<file path="config.mk">
export PLATFORM = sky130hd
export DESIGN_NAME = noise_stats_monitor_flat
export DESIGN_NICKNAME = d
export VERILOG_FILES = /design/src/rtl/noise_stats_if.sv /design/src/rtl/noise_stats_monitor.sv /design/src/flat_wrapper.sv
export SDC_FILE = /design/constraint.sdc
export NUM_CORES = 1
export LEC_CHECK = 0
export BUFFER_PORTS_ARGS = -buffer_cell sky130_fd_sc_hd__buf_2
export CELL_PAD_IN_SITES_DETAIL_PLACEMENT = 1
export CELL_PAD_IN_SITES_GLOBAL_PLACEMENT = 2
export CORE_AREA = 2 2 260 262
export DETAILED_ROUTE_END_ITERATION = 8
export DIE_AREA = 0 0 262 264
export PLACE_DENSITY_LB_ADDON = 0.1
export SLEW_MARGIN = 20
export SYNTH_ARGS = -nofsm -noshare
export SYNTH_HDL_FRONTEND = slang
export SYNTH_SLANG_ARGS = --single-unit
</file>
<file path="constraint.sdc">
create_clock -name clk -period 8.6 [get_ports clk]
set_clock_uncertainty 0.1 [all_clocks]
set_input_delay 0.43 -clock clk [delete_from_list [all_inputs] [get_ports clk]]
set_output_delay 0.43 -clock clk [all_outputs]
set_load 0.1 [all_outputs]
</file>
<file path="src/rtl/noise_stats_if.sv">
// Bundle of the noise stream, window control and held result signals of the
// noise statistics monitor.
interface noise_stats_if #(
   parameter int NOISE_IN_BITS = 15,
   parameter int WINDOW_BITS   = 20
);
   logic [NOISE_IN_BITS-1:0]               noise_in;
   logic                                   noise_valid;
   logic                                   start;
   logic [WINDOW_BITS-1:0]                 window_len;
   logic                                   busy;
   logic                                   done;
   logic [WINDOW_BITS-1:0]                 sample_count;
   logic [NOISE_IN_BITS+WINDOW_BITS-1:0]   sum_out;
   logic [2*NOISE_IN_BITS+WINDOW_BITS-1:0] sumsq_out;
   logic [NOISE_IN_BITS-1:0]               min_out;
   logic [NOISE_IN_BITS-1:0]               max_out;
   logic [WINDOW_BITS-1:0]                 outlier_count;

   modport master (
      output noise_in, noise_valid, start, window_len,
      input  busy, done, sample_count, sum_out, sumsq_out, min_out, max_out, outlier_count
   );

   modport slave (
      input  noise_in, noise_valid, start, window_len,
      output busy, done, sample_count, sum_out, sumsq_out, min_out, max_out, outlier_count
   );
endinterface

</file>
<file path="src/rtl/noise_stats_monitor.sv">
// Windowed statistics (count, sum, sum of squares, min, max, outliers) over a
// signed noise stream; results are held stable between done pulses.
module noise_stats_monitor #(
   parameter int NOISE_IN_BITS  = 15,
   parameter int WINDOW_BITS    = 20,
   parameter int OUTLIER_THRESH = 8
) (
   input logic          clk,
   input logic          rst,
   noise_stats_if.slave bus
);
   localparam int SUM_W   = NOISE_IN_BITS + WINDOW_BITS;
   localparam int SQ_W    = 2 * NOISE_IN_BITS;
   localparam int SUMSQ_W = SQ_W + WINDOW_BITS;
   localparam logic signed [NOISE_IN_BITS:0] THRESH = (NOISE_IN_BITS+1)'(OUTLIER_THRESH);

   typedef enum logic [1:0] {IDLE, ACCUM, DRAIN, DONE} state_t;
   state_t state_reg, state_next;

   logic [WINDOW_BITS-1:0]          win_len_reg, count_reg, outl_reg;
   logic signed [SUM_W-1:0]         sum_reg;
   logic [SUMSQ_W-1:0]              sumsq_reg;
   logic signed [NOISE_IN_BITS-1:0] min_reg, max_reg;
   logic                            first_reg;
   logic [SQ_W-1:0]                 sq_reg;
   logic                            sq_valid_reg;

   logic [WINDOW_BITS-1:0]          res_count_reg, res_outl_reg;
   logic signed [SUM_W-1:0]         res_sum_reg;
   logic [SUMSQ_W-1:0]              res_sumsq_reg;
   logic signed [NOISE_IN_BITS-1:0] res_min_reg, res_max_reg;
   logic                            done_reg;

   logic signed [NOISE_IN_BITS-1:0] x;
   logic signed [NOISE_IN_BITS:0]   x_ext;
   logic signed [SQ_W-1:0]          x_sq;
   logic [WINDOW_BITS-1:0]          count_inc;
   logic [SUMSQ_W-1:0]              sumsq_final;
   logic                            start_ok, accept, outlier, zero_len;

   assign x           = $signed(bus.noise_in);
   assign x_ext       = {x[NOISE_IN_BITS-1], x};
   assign x_sq        = x * x;
   assign count_inc   = count_reg + WINDOW_BITS'(1);
   assign outlier     = (x_ext > THRESH) || (x_ext < -THRESH);
   assign zero_len    = (bus.window_len == '0);
   // The pending square from the previous accepted sample lands here.
   assign sumsq_final = sumsq_reg + (sq_valid_reg ? SUMSQ_W'(sq_reg) : '0);

   always_comb begin
      state_next = state_reg;
      start_ok   = 1'b0;
      accept     = 1'b0;
      case (state_reg)
         IDLE, DONE: begin
            if (bus.start) begin
               start_ok   = 1'b1;
               state_next = zero_len ? DONE : ACCUM;
            end
         end
         ACCUM: begin
            if (bus.noise_valid) begin
               accept = 1'b1;
               if (count_inc == win_len_reg) state_next = DRAIN;
            end
         end
         DRAIN:   state_next = DONE;
         default: state_next = IDLE;
      endcase
   end

   always_ff @(posedge clk) begin
      if (rst) begin
         state_reg     <= IDLE;
         win_len_reg   <= '0;
         count_reg     <= '0;
         outl_reg      <= '0;
         sum_reg       <= '0;
         sumsq_reg     <= '0;
         min_reg       <= '0;
         max_reg       <= '0;
         first_reg     <= 1'b0;
         sq_reg        <= '0;
         sq_valid_reg  <= 1'b0;
         res_count_reg <= '0;
         res_outl_reg  <= '0;
         res_sum_reg   <= '0;
         res_sumsq_reg <= '0;
         res_min_reg   <= '0;
         res_max_reg   <= '0;
         done_reg      <= 1'b0;
      end else begin
         state_reg    <= state_next;
         done_reg     <= 1'b0;
         sq_valid_reg <= accept;
         if (accept) sq_reg <= $unsigned(x_sq);

         if (start_ok) begin
            win_len_reg <= bus.window_len;
            count_reg   <= '0;
            outl_reg    <= '0;
            sum_reg     <= '0;
            sumsq_reg   <= '0;
            min_reg     <= '0;
            max_reg     <= '0;
            first_reg   <= 1'b1;
            if (zero_len) begin
               done_reg      <= 1'b1;
               res_count_reg <= '0;
               res_outl_reg  <= '0;
               res_sum_reg   <= '0;
               res_sumsq_reg <= '0;
               res_min_reg   <= '0;
               res_max_reg   <= '0;
            end
         end else begin
            sumsq_reg <= sumsq_final;
            if (accept) begin
               count_reg <= count_inc;
               sum_reg   <= sum_reg + $signed({{WINDOW_BITS{x[NOISE_IN_BITS-1]}}, x});
               first_reg <= 1'b0;
               if (outlier) outl_reg <= outl_reg + WINDOW_BITS'(1);
               if (first_reg || (x < min_reg)) min_reg <= x;
               if (first_reg || (x > max_reg)) max_reg <= x;
            end
         end

         if (state_reg == DRAIN) begin
            done_reg      <= 1'b1;
            res_count_reg <= count_reg;
            res_outl_reg  <= outl_reg;
            res_sum_reg   <= sum_reg;
            res_sumsq_reg <= sumsq_final;
            res_min_reg   <= min_reg;
            res_max_reg   <= max_reg;
         end
      end
   end

   assign bus.busy          = (state_reg == ACCUM) || (state_reg == DRAIN);
   assign bus.done          = done_reg;
   assign bus.sample_count  = res_count_reg;
   assign bus.sum_out       = res_sum_reg;
   assign bus.sumsq_out     = res_sumsq_reg;
   assign bus.min_out       = res_min_reg;
   assign bus.max_out       = res_max_reg;
   assign bus.outlier_count = res_outl_reg;
endmodule

</file>
<file path="src/flat_wrapper.sv">
// flat-port wrapper written by rule: the top's interface ports become plain ports
module noise_stats_monitor_flat 
#(
   parameter int NOISE_IN_BITS  = 15,
   parameter int WINDOW_BITS    = 20,
   parameter int OUTLIER_THRESH = 8
)
  (clk, rst, bus_noise_in, bus_noise_valid, bus_start, bus_window_len, bus_busy, bus_done, bus_sample_count, bus_sum_out, bus_sumsq_out, bus_min_out, bus_max_out, bus_outlier_count);
  noise_stats_if #(.NOISE_IN_BITS(NOISE_IN_BITS), .WINDOW_BITS(WINDOW_BITS)) bus_i ();
  input logic clk;
  input logic rst;
  input wire logic [$bits(bus_i.noise_in)-1:0] bus_noise_in;
  input wire logic [$bits(bus_i.noise_valid)-1:0] bus_noise_valid;
  input wire logic [$bits(bus_i.start)-1:0] bus_start;
  input wire logic [$bits(bus_i.window_len)-1:0] bus_window_len;
  output wire logic [$bits(bus_i.busy)-1:0] bus_busy;
  output wire logic [$bits(bus_i.done)-1:0] bus_done;
  output wire logic [$bits(bus_i.sample_count)-1:0] bus_sample_count;
  output wire logic [$bits(bus_i.sum_out)-1:0] bus_sum_out;
  output wire logic [$bits(bus_i.sumsq_out)-1:0] bus_sumsq_out;
  output wire logic [$bits(bus_i.min_out)-1:0] bus_min_out;
  output wire logic [$bits(bus_i.max_out)-1:0] bus_max_out;
  output wire logic [$bits(bus_i.outlier_count)-1:0] bus_outlier_count;
  assign bus_i.noise_in = bus_noise_in;
  assign bus_i.noise_valid = bus_noise_valid;
  assign bus_i.start = bus_start;
  assign bus_i.window_len = bus_window_len;
  assign bus_busy = bus_i.busy;
  assign bus_done = bus_i.done;
  assign bus_sample_count = bus_i.sample_count;
  assign bus_sum_out = bus_i.sum_out;
  assign bus_sumsq_out = bus_i.sumsq_out;
  assign bus_min_out = bus_i.min_out;
  assign bus_max_out = bus_i.max_out;
  assign bus_outlier_count = bus_i.outlier_count;
  noise_stats_monitor #(.NOISE_IN_BITS(NOISE_IN_BITS), .WINDOW_BITS(WINDOW_BITS), .OUTLIER_THRESH(OUTLIER_THRESH)) u_core (.clk(clk), .rst(rst), .bus(bus_i));
endmodule
</file>
==> results of run 1 <==
[critical path, cell delays in order]
cell and delay [ps]:
buf_2 360, clkinv_1 420, nor2_1 340, fa_1 520, inv_1 230, fa_1 440, inv_1 90, fa_1 430
fa_1 480, fa_1 540, inv_1 50, fa_1 530, inv_1 50, ha_1 370, a21oi_1 160, o21ai_0 90
a31oi_1 140, o21ai_1 140, a311oi_1 530, o21ai_1 230, a221oi_1 380, nand4b_1 150, o311a_1 180
[stage by stage]
stage               worst slack (ps)  hold WS [ps]  std cells  power, uW  utilization [%]
finish                          1690          31.8       3948       9620             42.6
global route                    1200          22.9       3948      10700             42.6
global placement                1180           335       3856       7740             40.2
detailed placement               995           339       3856       7840             40.2
floorplan                       1850           327       2915       6500                -
CTS                             1610         0.633       3947       9800             42.6
[layer usage]
layer,vias to the layer above,GRT usage [%],part of all wire (%)
met5,-,0,0
met4,0,4.60,1.7
met3,74,2.25,2.6
met2,234,36.0,48
met1,10000,27.9,48
li1,9902,-,-
[Yosys cell counts, types with 11 or more instances]
library cell | n | area (um2)
mux2i_1 | 36 | 360
clkbuf_1 | 127 | 477
a22oi_1 | 111 | 833
dfxtp_1 | 364 | 7290
nand2b_1 | 19 | 119
and4_1 | 11 | 96.3
a31oi_1 | 21 | 131
nand4_1 | 27 | 169
nor2b_1 | 21 | 131
inv_1 | 345 | 1290
nor3_1 | 29 | 145
and3_1 | 21 | 131
and2_1 | 79 | 494
nand3_1 | 46 | 230
o21ai_0 | 70 | 350
nor2_1 | 317 | 1190
o21ai_1 | 22 | 110
o21a_1 | 13 | 97.6
ha_1 | 186 | 2330
xnor2_1 | 100 | 876
a21oi_1 | 154 | 771
fa_1 | 196 | 3920
a21o_1 | 54 | 405
xor2_1 | 63 | 552
nand2_1 | 316 | 1190
nor4_1 | 13 | 81.3
a211oi_1 | 20 | 150
o21bai_1 | 11 | 82.6
[kinds of logic (layout without fill, tap and decap cells)]
| family | count (synthesis) | count (layout) |
|---|---|---|
| AND/OR/NAND/NOR | 926 | 926 |
| AO/OA/AOI/OAI | 554 | 554 |
| buffers and inverters | 489 | 648 |
| adder cells (fa/ha/maj) | 382 | 382 |
| flip-flops | 364 | 364 |
| XOR/XNOR | 163 | 163 |
| multiplexers | 37 | 37 |
| other | 0 | 1 |
[cell usage in the layout, fill, tap and decap left out, types with 10 or more instances in the layout]
master and n:
a211oi_1 20, dlygate4sd3_1 15, and3_1 21, o21ai_1 21, nand3_1 46, a21o_1 54, nor3_1 29, ha_1 185
dfxtp_1 364, and2_1 77, a22oi_1 111, nor2_1 316, xor2_1 63, clkbuf_1 10, nand2_1 315, a21oi_1 153
and4_1 11, o21a_1 13, mux2i_1 36, a31oi_1 21, nand2b_1 18, clkbuf_16 45, nor2b_1 20, inv_1 345
nor4_1 13, xnor2_1 100, nand4_1 27, buf_2 194, buf_4 15, fa_1 196, o21ai_0 70, o21bai_1 11
[path summary, 6_finish.rpt]
check	from	endpoint	cells after the start
hold / removal	bus_window_len[0]	u_core.win_len_reg[0]	3
setup / recovery	bus_noise_in[1]	u_core.sq_reg[29]	23
setup reg to reg	u_core.sq_valid_reg	u_core.bus.sumsq_out[42]	11
hold reg to reg	u_core.bus.sumsq_out[23]	u_core.bus.sumsq_out[23]	2
[layout make-up]
cell class | count | area (um2) | area share (%)
sequential | 364 | 7290 | 25.7
tap | 873 | 1090 | 3.85
clock buffer | 63 | 1270 | 4.49
antenna | 1 | 2.50 | 0.00882
multi-input combinational | 2062 | 16000 | 56.3
inverter | 346 | 1300 | 4.58
clock inverter | 13 | 185 | 0.653
timing repair buffer | 226 | 1260 | 4.43
[power by group through the flow]
stage / clock, uW / sequential, uW / combinational [uW]
after floorplan: 0 / 1930 / 4570
after global placement: 0 / 1900 / 5850
after detailed placement: 0 / 1900 / 5940
after CTS: 1940 / 1860 / 5990
after global routing: 2010 / 1870 / 6790
final: 1880 / 1860 / 5880
==> flow_summary_export.csv, run 1 <==
group,metric,value,unit
cts,cts_tree,"done",
logic_synthesis,yosys_warnings,0,
power_and_ir_drop,swShare,45.1,%
power_and_ir_drop,pwr-share-clk,19.5,%
timing,timing.final.hold_violations,0,
timing,setup-tns-final,0,ps
logic_synthesis,synth_edf_count,0,
logic_synthesis,synth_mux_area_share,1.48,%
power_and_ir_drop,power_leakage,0.0128,uW
logic_synthesis,syn_area_per_cell,8.59,um2
place,placed_area,0.0267,mm2
logic_synthesis,synth-adder-area-share,25.0,%
cts,cts_resized,0,
place,io_buffers,195,
floorplan,initial_core_util,37.6,%
logic_synthesis,synth_top_family_by_area,"adder cells",
grt,grt.total_usage,20.8,%
logic_synthesis,ys_seq_elements,364,
layout,area_delta_synth_final,13.3,%
cts,root_buffer,"clkbuf_16",
logic_synthesis,synth_compound_area_share,14.6,%
place,gp_congestion,0.834,
cts,clk_path_buf_depth,3,
logic_synthesis,synth_simple_gate_area_share,16.7,%
drt,drt_iter0_drc,922,
drt,vias,20200,
power_and_ir_drop,p_switching,4340,uW
floorplan,io-pin-count,196,
floorplan,num_rows,95,
timing,relSlewSlack,34.6,%
layout,n_fill_cell,7829,
drt,routed_wl,72.4,mm
critical_path,crit_path_end_kind,"flop",
power_and_ir_drop,p_comb_share,61.1,%
grt,grt_pass1_wl,116,mm
logic_synthesis,synth_cells,2915,
power_and_ir_drop,ir_worst_vdd,0.000267,V
logic_synthesis,synth_nets,3336,
layout,drive_gt1_share,10.1,%
drt,vias_per_cell,5.12,
grt,grt_max_degree,98,
floorplan,fp.dieW,262,um
critical_path,r2r_setup_slack,4510,ps
cts,clock-sinks,364,
layout,fin_nets,3465,
floorplan,die_y,264,um
timing,rsz0062_at_grt,"false",
timing,timing.final.crit_share,80.4,%
cts,cts-buffers-inserted,44,
timing,drv_slew,0,
floorplan,core_area,0.0666,mm2
critical_path,crit_type,"input port to flop",
power_and_ir_drop,p_per_area,339,mW/mm2
cts,ctsHoldBuffers,15,
timing,fmax,0.145,GHz
timing,period_needed,6910,ps
cts,clkTransAtPathRegs,70,ps
logic_synthesis,syn_area,0.0250,mm2
outcome,status,"finished clean",
power_and_ir_drop,p_int,5290,uW
logic_synthesis,synth_flop_cell,"dfxtp_1",
min_path,hp-class,"input port to flop",
grt,grt-ovfl-total,0,
grt,grt_pass1_vias,21500,
critical_path,crit_required,8980,ps
drt,first_pass_iters,5,
drt,postRouteAntennaNets,0,
logic_synthesis,ys_seq_area_share,29.1,%
timing,final-setup-viol-count,0,
critical_path,worstPathArrival,7290,ps
layout,final_cell_area,0.0284,mm2
place,dp_hpwl,54.3,mm
floorplan,die-area,0.0692,mm2
cts,insertion_delay,590,ps
logic_synthesis,async_flop_share,0,%
cts,cts_setup_buffers,0,
drt,avgRoutedWirePerCell,18.3,um
logic_synthesis,synth_cell_type_count,76,
cts,cts-htree-levels,2,
timing,worst_pin_slew,975,ps
power_and_ir_drop,pwr-share-seq,19.4,%
logic_synthesis,synthXorXnorAreaFrac,5.70,%
flow_run,drv_cap,0,
drt,drcViolationCount,0,
critical_path,critPathLaunchType,"input port",
critical_path,cp_max_fo,15,
grt,antenna_found_initial,1,
(Power assumes the default switching activity.)
==> inputs of run 2 (changes only) <==
CORE_AREA = 2 2 275 277   (was 2 2 260 262)
DIE_AREA = 0 0 277 279   (was 0 0 262 264)
clock period = 6.2 ns   (was 8.6 ns; I/O delays follow)
==> flow_summary_export.csv, run 2 (synthesis gave the netlist of run 1 again) <==
group,metric,value,unit
layout,finalNonFillerCells,4181,
drt,drcViolationCount,0,
timing,period_needed,5920,ps
critical_path,crit_type,"input port to flop",
place,gp_congestion,0.854,
grt,grt_pass1_wl,125,mm
timing,timing.final.crit_share,95.5,%
drt,first_pass_iters,4,
timing,timing.final.hold_violations,0,
critical_path,worstPathArrival,6280,ps
floorplan,initial_core_util,33.8,%
min_path,hold_start,"rst",
timing,worst_hold_slack,60.2,ps
min_path,hold_end,"u_core.bus.sample_count[13]",
drt,avgRoutedWirePerCell,18.4,um
min_path,hp-class,"input port to flop",
power_and_ir_drop,total_power,15000,uW
timing,rsz0062_at_grt,"false",
min_path,hold_depth,2,
drt,postRouteAntennaNets,0,
floorplan,die_y,279,um
layout,final_cell_mix,"dfxtp_1 (364), inv_1 (344), nand2_1 (315)",
cts,cts-htree-levels,2,
outcome,status,"finished clean",
critical_path,cp_max_fo,9,
timing,drv_slew,0,
power_and_ir_drop,ir_worst_vdd,0.000588,V
drt,drt_iter0_drc,654,
grt,antenna_found_initial,3,
floorplan,io-pin-count,196,
critical_path,crit_path_end_kind,"flop",
floorplan,fp.dieW,277,um
cts,clock-sinks,364,
cts,cts_tree,"done",
critical_path,crit_required,6560,ps
timing,worst_pin_slew,947,ps
grt,grt_pass1_vias,22400,
place,io_buffers,195,
cts,cts-buffers-inserted,44,
flow_run,drv_cap,0,
layout,area_delta_synth_final,17.9,%
timing,relSlewSlack,36.9,%
drt,routed_wl,77.1,mm
layout,final_common_cell,"dfxtp_1",
floorplan,num_rows,100,
cts,insertion_delay,570,ps
grt,grt-ovfl-total,0,
layout,n_fill_cell,8786,
floorplan,core_area,0.0741,mm2
power_and_ir_drop,p_per_area,509,mW/mm2
critical_path,critPathLaunchType,"input port",
grt,grt.total_usage,20.0,%
critical_path,r2r_setup_slack,1960,ps
timing,fmax,0.169,GHz
drt,vias_per_cell,4.96,
timing,final-setup-viol-count,0,
power_and_ir_drop,power_leakage,0.0135,uW
place,placed_cells,4083,
critical_path,r2r_start,"u_core.sq_valid_reg",
cts,clkTransAtPathRegs,60,ps
cts,root_buffer,"clkbuf_16",
drt,vias,20800,
grt,grt_max_degree,70,
layout,drive_gt1_share,14.0,%
floorplan,die-area,0.0773,mm2
cts,clk_path_buf_depth,3,
critical_path,worst_r2r_path_depth,11,
layout,fin_nets,3601,
critical_path,timing.rr.end,"u_core.bus.sumsq_out[38]",
place,dp_hpwl,61.2,mm
## run 2: changes by cell type in the layout (fill, tap and decap cells not counted), sizes merged
cell	change
inv	+1
bufinv	-2
clkinv	-1
dlygate4sd3	+5
clkbuf	+3
buf	+131
## run 2: metal layers
metal  up-vias  GRT usage, %  share of wire (%)
met5         -             0              0.029
met4         4          4.32                1.9
met3        96          2.13                2.3
met2       232          35.0                 48
met1     10200          26.6                 48
li1      10200             -                  -
## run 2: per-stage QoR
| step | util (%) | instance area, um2 | worst slack [ps] | setup TNS [ps] |
|---|---|---|---|---|
| after floorplan | - | 25200 | 2.11 | 0 |
| after detailed placement | 37.7 | 27900 | -368 | -2300 |
| after CTS | 39.8 | 29500 | 250 | 0 |
| after global placement | 37.7 | 27900 | -238 | -1280 |
| final | 39.9 | 29500 | 280 | 0 |
| after global routing | 39.9 | 29500 | 16.1 | 0 |
## run 2: repair_timing
action,4_1_cts,5_1_grt
endpoints found under the hold margin,20,0
gates resized for setup,0,4
setup endpoints to repair,0,6
hold buffers,20,0
buffers inserted,0,0
## run 2: cell type report
| class | count | area (um2) | share of cell area [%] |
|---|---|---|---|
| Antenna cell | 1 | 2.50 | 0.00847 |
| Clock buffer | 66 | 1290 | 4.39 |
| Clock inverter | 11 | 100 | 0.339 |
| Inverter | 346 | 1300 | 4.40 |
| Multi-Input combinational cell | 2062 | 16000 | 54.2 |
| Sequential cell | 364 | 7290 | 24.7 |
| Tap cell | 969 | 1210 | 4.11 |
| Timing Repair Buffer | 362 | 2340 | 7.91 |
## run 2: report_power, final
part	total [uW]	switching (uW)	internal [uW]	leakage, uW
sequential	2590	112	2480	0.00294
clock	2530	1040	1480	0.000685
combinational	9920	5480	4440	0.00983
total	15000	6630	8400	0.0135
## run 2: worst max path at each step
stage	startpoint	end	slack (ps)	cells past startpoint
3_5_place_dp	bus_noise_in[7]	u_core.sq_reg[23]	-370	22
4_1_cts	bus_noise_in[7]	u_core.sq_reg[28]	250	21
6_report	bus_noise_in[7]	u_core.sq_reg[23]	280	22
2_1_floorplan	bus_noise_in[8]	u_core.sq_reg[26]	2	23
3_3_place_gp	bus_noise_in[7]	u_core.sq_reg[28]	-240	21
5_1_grt	bus_noise_in[1]	u_core.sq_reg[23]	20	26
## run 2: critical path, cell delays in order
cell      delay (ps)
buf_2            240
nand2_1          120
fa_1             530
fa_1             560
inv_1             60
fa_1             480
fa_1             520
fa_1             560
inv_1             60
fa_1             520
inv_1             40
ha_1             360
a21oi_1          150
nand3_1           90
o21ai_0          290
o21ai_1          190
a311oi_2         360
buf_4            190
o21bai_1          60
a21oi_1          210
nor4_1            80
a221o_1          280
